[src/rtl/delay_sched.sv]
// delay_sched: shares one fixed-latency datapath between two requesters.
// Requests are arbitrated round-robin, limited by per-requester credits, and tagged
// with the requester id. A tag pipe matching the datapath latency steers each result
// back to its owner.
// Optional build macro DELAY_SCHED_STATS_EN adds grant and stall counters.
module delay_sched #(
  parameter int unsigned NumBits    = 8,
  parameter int unsigned Latency    = 4,
  parameter int unsigned MaxCredits = 2
) (
  input  logic                 clk_i,
  input  logic                 reset_i,
  input  logic [1:0]           req_valid_i,
  input  logic [2*NumBits-1:0] req_data_i,
  output logic [1:0]           req_ready_o,
  output logic                 pipe_in_valid_o,
  output logic [NumBits-1:0]   pipe_in_data_o,
  input  logic                 pipe_out_valid_i,
  input  logic [NumBits-1:0]   pipe_out_data_i,
  output logic [1:0]           resp_valid_o,
  output logic [NumBits-1:0]   resp_data_o,
  output logic                 tag_error_o
`ifdef DELAY_SCHED_STATS_EN
  ,
  output logic [31:0]          grant_count_o,
  output logic [15:0]          stall_count_o
`endif
);

  localparam int unsigned CredW = $clog2(MaxCredits + 1);
  typedef logic [CredW-1:0] cred_t;
  localparam cred_t CredMax = cred_t'(MaxCredits);

  logic [1:0]         elig, grant;
  logic               rr_last_q, rr_last_d;
  cred_t              credit_q [2];
  cred_t              credit_d [2];
  logic               pipe_in_valid_q, pipe_in_valid_d;
  logic [NumBits-1:0] pipe_in_data_q, pipe_in_data_d;
  logic               issue_id_q, issue_id_d;
  logic [Latency-1:0] tag_vld_q, tag_vld_d;
  logic [Latency-1:0] tag_id_q, tag_id_d;
  logic               ret_vld, ret_id, resp_fire;
  logic [1:0]         resp_valid_q, resp_valid_d;
  logic [NumBits-1:0] resp_data_q, resp_data_d;
  logic               tag_error_q, tag_error_d;

  // Round-robin grant from the current state; held off while in reset.
  always_comb begin
    for (int i = 0; i < 2; i++) begin
      elig[i] = req_valid_i[i] && (credit_q[i] != '0);
    end
    grant = 2'b00;
    if (!reset_i) begin
      if (elig == 2'b11) grant = rr_last_q ? 2'b01 : 2'b10;
      else               grant = elig;
    end
  end

  assign req_ready_o = grant;

  // Next-state: issue register, tag pipe, return steering, error flag and credits.
  always_comb begin
    rr_last_d       = rr_last_q;
    pipe_in_valid_d = |grant;
    pipe_in_data_d  = pipe_in_data_q;
    issue_id_d      = issue_id_q;
    if (|grant) begin
      rr_last_d      = grant[1];
      issue_id_d     = grant[1];
      pipe_in_data_d = grant[1] ? req_data_i[NumBits +: NumBits] : req_data_i[0 +: NumBits];
    end

    // Tag enters alongside the issued word, so its exit lines up with pipe_out.
    tag_vld_d[0] = pipe_in_valid_q;
    tag_id_d[0]  = issue_id_q;
    for (int unsigned i = 1; i < Latency; i++) begin
      tag_vld_d[i] = tag_vld_q[i-1];
      tag_id_d[i]  = tag_id_q[i-1];
    end

    ret_vld   = tag_vld_q[Latency-1];
    ret_id    = tag_id_q[Latency-1];
    resp_fire = ret_vld && pipe_out_valid_i;

    resp_valid_d = 2'b00;
    resp_data_d  = resp_data_q;
    if (resp_fire) begin
      resp_valid_d[ret_id] = 1'b1;
      resp_data_d          = pipe_out_data_i;
    end

    tag_error_d = tag_error_q | (ret_vld != pipe_out_valid_i);

    // A returning tag frees its credit even if the datapath dropped the result.
    for (int i = 0; i < 2; i++) begin
      credit_d[i] = credit_q[i];
      if (ret_vld && (ret_id == 1'(i)) && !grant[i]) begin
        if (credit_q[i] != CredMax) credit_d[i] = credit_q[i] + cred_t'(1);
      end else if (grant[i] && !(ret_vld && (ret_id == 1'(i)))) begin
        if (credit_q[i] != '0) credit_d[i] = credit_q[i] - cred_t'(1);
      end
    end
  end

  // State registers with synchronous reset; in-flight tags are discarded on reset.
  always_ff @(posedge clk_i) begin
    if (reset_i) begin
      rr_last_q       <= 1'b1;
      credit_q[0]     <= CredMax;
      credit_q[1]     <= CredMax;
      pipe_in_valid_q <= 1'b0;
      pipe_in_data_q  <= '0;
      issue_id_q      <= 1'b0;
      tag_vld_q       <= '0;
      tag_id_q        <= '0;
      resp_valid_q    <= 2'b00;
      resp_data_q     <= '0;
      tag_error_q     <= 1'b0;
    end else begin
      rr_last_q       <= rr_last_d;
      credit_q[0]     <= credit_d[0];
      credit_q[1]     <= credit_d[1];
      pipe_in_valid_q <= pipe_in_valid_d;
      pipe_in_data_q  <= pipe_in_data_d;
      issue_id_q      <= issue_id_d;
      tag_vld_q       <= tag_vld_d;
      tag_id_q        <= tag_id_d;
      resp_valid_q    <= resp_valid_d;
      resp_data_q     <= resp_data_d;
      tag_error_q     <= tag_error_d;
    end
  end

  assign pipe_in_valid_o = pipe_in_valid_q;
  assign pipe_in_data_o  = pipe_in_data_q;
  assign resp_valid_o    = resp_valid_q;
  assign resp_data_o     = resp_data_q;
  assign tag_error_o     = tag_error_q;

`ifdef DELAY_SCHED_STATS_EN
  logic [15:0] grant_count_q [2];
  logic [15:0] stall_count_q;

  // Per-requester grant counters and any-valid-but-no-grant stall counter, wrapping.
  always_ff @(posedge clk_i) begin
    if (reset_i) begin
      grant_count_q[0] <= '0;
      grant_count_q[1] <= '0;
      stall_count_q    <= '0;
    end else begin
      if (grant[0]) grant_count_q[0] <= grant_count_q[0] + 16'd1;
      if (grant[1]) grant_count_q[1] <= grant_count_q[1] + 16'd1;
      if ((|req_valid_i) && (grant == 2'b00)) stall_count_q <= stall_count_q + 16'd1;
    end
  end

  assign grant_count_o = {grant_count_q[1], grant_count_q[0]};
  assign stall_count_o = stall_count_q;
`endif

endmodule

[config.mk]
export PLATFORM = sky130hd
export DESIGN_NAME = delay_sched
export DESIGN_NICKNAME = d
export VERILOG_FILES = /design/src/rtl/delay_sched.sv
export SDC_FILE = /design/constraint.sdc
export NUM_CORES = 1
export LEC_CHECK = 0
export BUFFER_PORTS_ARGS = -buffer_cell sky130_fd_sc_hd__buf_4
export CAP_MARGIN = 40
export CORE_ASPECT_RATIO = 1.25
export CORE_MARGIN = 3
export CORE_UTILIZATION = 45
export DETAILED_ROUTE_END_ITERATION = 12
export PLACE_DENSITY = 0.74
export SETUP_SLACK_MARGIN = 0.5
export SLEW_MARGIN = 15
export SYNTH_ARGS = -nofsm -noshare
export SYNTH_HDL_FRONTEND = slang
export SYNTH_SLANG_ARGS = --single-unit
export TNS_END_PERCENT = 20
[constraint.sdc]
create_clock -name clk_i -period 1.9 [get_ports clk_i]
set_input_delay 0.095 -clock clk_i [delete_from_list [all_inputs] [get_ports clk_i]]
set_output_delay 0.095 -clock clk_i [all_outputs]
set_load 0.1 [all_outputs]
== Word level (Yosys, flattened, before mapping) ==
Memories as Yosys holds them, arrays and structs flattened.
Index checks and enable logic that the tools add are counted.
Word-level totals
  output and inout bits: 22
  memory bits (writable): 4
  register bits: 30
  word-level logic and storage cells: 62
  memories: 1
  input bits: 29
Memory list
  credit_q: words 2, bits a word 2, rd ports 2, clocked after Yosys merged registers in 0, wr ports 2, line 36  | cred_t credit_q [2];
Cells by class
  mux-type cells: 19
  magnitude comparators: 2
  add/sub/neg operators: 4
  bitwise operators: 5
  equal/unequal tests: 4
  reductions and logical operators: 18
Operator list (count)
  $mux W2: 13
  $logic_and A1 B1 Y1: 10
  $mux W8: 1
  $add A2 B1 Y2 const B: 2
  $logic_not A1 Y1: 4
  $mux W1: 4
  $ne A2 B2 Y1 const B: 2
  $reduce_bool A2 Y1: 2
  $reduce_or A2 Y1: 2
  $sub A2 B1 Y2 const B: 2
  $or A1 B1 Y1: 3
  $eq A2 B2 Y1 const B: 1
  $lt A1 B2 Y1 const B: 1
  $not A1 Y1: 2
  $demux W1 S1: 1
  $ge A1 B1 Y1 const B: 1
  $ne A1 B1 Y1: 1

== Longest topological paths before layout ==
  depth in word-level cells: 9
  depth in mapped cells: 8
  mapped depth without buffers: 8

== Worst setup path after synthesis ==
No wires, ideal clock.
  path type: register to register
  start point: mem credit_q[0][1] (netlist bit)
  end point: mem credit_q[0][3] (netlist bit)
  setup slack: 0.341 ns
  stages on the path, launching flop included: 8
  path buffers: 0
  arrival: 1.497 ns
  library setup time: 0.062 ns
  data required time: 1.838 ns
  period minus slack after synthesis: 1.559 ns
  cell sequence: dfxtp_1 -> o21a_4 -> a21oi_4 -> nand2_4 -> ha_1 -> nor3b_1 -> o21ai_0 -> nand3_1
RTL lines (line)
  start, declared: 36

==> results.md <==
- Status: complete, no violations
- CTS root buf: clkbuf_4
- First DRT Iteration DRCs: 18
- Synth cell types: 32
- Area of the multi-input gates: 696.9 um2
- CTS Sinks: 34
- Worst Reg-to-Reg Cells: 8
- GPL Wtd Cong: 0.6746
- H-tree Lvls: 2
- FF+latch count, synth: 34
- Layout net count: 230
- Hold Path Class: input port to flop
- Hold path depth: 3
- Max-cap violations: 0
- Diodes inserted: 0
- Total Power: 1.661 mW
- Post-synth ARST share: 0%
- Clk_skew: 0.01493 ns
- Largest net degree at the start of global routing: 32
- Post-Syn Area: 1335 um2
- Post-synth top cells: 34 x dfxtp_1, 19 x nor2_1, 15 x mux2i_1
- YS warnings: 0
- Final wirelength: 3181 um
- Cell area after layout: 2062 um2
- Hold path endpoint: resp_data_o[7]
- CP max-delay cell: dfxtp_4
- Share of layout cells above drive strength 1: 45.00%
- FMAX: 0.6520 GHz
- Inserted Clock Buffers: 5
- Delay-heaviest family, CP: compound AO/OA/AOI/OAI gates
- DP Area: 1754 um2
- Final setup viols: 0
- Die width: 54.72 um
- Total GRT Usage: 19.68%
- Crit end category: flop
- Dpl hpwl: 2029 um
- Area leader, netlist: dfxtp_1
- Crit-path cells: o21a_4 > a21oi_4 > nand2_4 > ha_4 > xnor2_2 > nor3_1 > a21oi_1 > nor2_1
- Initial antenna violation count: 0
- Count leader, synth: dfxtp_1
- Die ar.: 3660 um2
- DRC Markers: 0
- Area growth syn-to-layout: 54.45%
- Core area: 2759 um2
- Post-Syn Area per Cell: 10.19 um2
- DRT antenna net count: 0
- Post-Synthesis Cells: 131
- Sequential area share after synthesis: 50.98%
- Final min period: 1.534 ns
- Hold_sp: pipe_out_data_i[7]
- Synth top area share: 50.98%
- Fin Setup TNS: 0 ns
- Initial core utilization: 48.39%
- CP max stage delay: 0.37 ns
- First-pass GRT wire length: 5244 um
- Drt via density: 5.077
- Tcrit/Tclk final: 80.72%
- Clk Latency, worst-skew pair: 0.33 ns
- Total number of vias: 1,188
- Post-synth net total: 162
- Worst r2r dst: credit_q[0][2]
- Setup crit start kind: flop
- Worst IR drop on VDD: 0.0005358 V
- CTS clk-pin slew, worst paths: 0.11 ns
- Gr ovfl total: 0
- Leakage: 0.8903 nW
- Flop2flop setup slack: 0.37 ns
- Crit Path Max Fanout: 4
- Die Y: 66.90 um
- Clk buf depth: 2
- FF+latch area: 696.9 um2
- Post-synth EDFFs: 0
- Worst slew margin: 66.07%
- Ports: 51
- Crit path buf inv count: 0
- Vias in the first global route: 1,251
- RSZ-0062 raised after global routing: yes
- Worst Max-Slew Pin Slew: 0.5090 ns
- Main synth FF type: dfxtp_1
- CP Class: flop to flop
- Pwr dens: 805.5 nW/um2
- First drt pass iteration count: 4
- Synth area leaders: dfxtp_1 51%, mux2i_1 11%, nor2_1 5.3%, nor2b_1 5.2%, a211oi_1 3.9%
- Drt wl/cell: 13.59 um
- CTS tree: built
- Data required, critical path: 2.13 ns
- Port buffer count: 50
- WP data arrival: 1.76 ns
- Critical register-to-register path startpoint: credit_q[0][1]
- Final hold viol count: 0
- # rows: 21
- Fillers: 198
- Slew Limit Fails: 0
[stage by stage]
stage	utilization [%]	hold slack [ns]	setup slack [ns]	instances
6_report	74.74	0.01715	0.3663	234
5_1_grt	74.74	0.03107	0.3129	234
4_1_cts	71.20	0.0001630	0.3441	230
3_5_place_dp	63.58	0.3407	0.3387	210
3_3_place_gp	63.58	0.3285	0.4374	210
2_1_floorplan	-	0.1781	0.4665	131
[report_power, final]
group / switching, mW / total, mW / internal [mW]
registers: 0.0267 / 0.780 / 0.753
logic: 0.300 / 0.470 / 0.170
clock network: 0.232 / 0.411 / 0.179
total: 0.558 / 1.66 / 1.10
[per-layer routing]
layer | vias up | part of all wire [%] | track usage [%]
li1 | 595 | - | -
met1 | 548 | 39 | 20.50
met2 | 41 | 53 | 34.02
met3 | 4 | 6.2 | 7.606
met4 | 0 | 1.1 | 7.788
met5 | - | 0 | 0
[cell type report]
class                      instances  share of cell area (%)
sequential                        34                   33.80
multi-input combinational         87                   33.80
timing repair buffer              66                   25.73
clock buffer                       7                   2.670
tap                               34                   2.063
inverter                           5                   1.699
clock inverter                     1                  0.2427
[how the worst max path moves through the flow]
| stage | startpoint | to | cells past startpoint |
|---|---|---|---|
| floorplan | credit_q[0][0] | pipe_in_data_o[0] | 6 |
| global placement | credit_q[0][0] | credit_q[0][3] | 7 |
| detailed placement | credit_q[0][1] | credit_q[0][2] | 8 |
| CTS | credit_q[0][0] | credit_q[0][2] | 8 |
| global route | credit_q[0][1] | credit_q[0][3] | 7 |
| finish | credit_q[0][1] | credit_q[0][2] | 8 |
[sequential cells by signal, summed over array words and instances (netlist names)]
register	cells
resp_data_o	8
pipe_in_data_o	8
rr_last_q	1
issue_id_q	1
credit_q	4
resp_valid_o	2
tag_id_q	4
pipe_in_valid_o	1
tag_error_o	1
tag_vld_q	4
[cells in the final DEF (no fill, tap or decap), types with 2 or more instances in the layout]
cell	count
a211oi_1	7
a21oi_1	4
a222oi_1	2
buf_4	57
buf_6	2
clkbuf_4	5
dfxtp_1	29
dfxtp_4	4
dlygate4sd3_1	6
inv_2	2
mux2i_1	15
nand2_1	2
nand3_1	2
nor2_1	19
nor2b_1	9
nor3_1	2
o21a_4	2
o21ai_1	3
[kinds of logic after synthesis]
family / Yosys count / synth area share (%)
AND/OR/NAND/NOR: 42 / 16.03
flip-flops: 34 / 50.98
AO/OA/AOI/OAI: 26 / 15.28
multiplexers: 15 / 11.25
buffers and inverters: 10 / 3.280
XOR/XNOR: 2 / 1.312
adder cells (fa/ha/maj): 2 / 1.874
[timing repair]
item | 4_1_cts | 5_1_grt
setup endpoints to repair | 7 | 15
pin swaps | 3 | 10
hold buffers | 6 | 0
buffers inserted | 6 | 4
resized for setup | 12 | 16
hold endpoints to repair | 6 | 0
[worst register-to-register path, cell delays in order, from the launching register on]
cell     delay (ns)
dfxtp_4        0.37
o21a_4         0.24
a21oi_4        0.15
nand2_4        0.11
ha_4           0.20
xnor2_2        0.13
nor3_1         0.06
a21oi_1        0.13
nor2_1         0.05
Power figures use the tool's default switching activity.
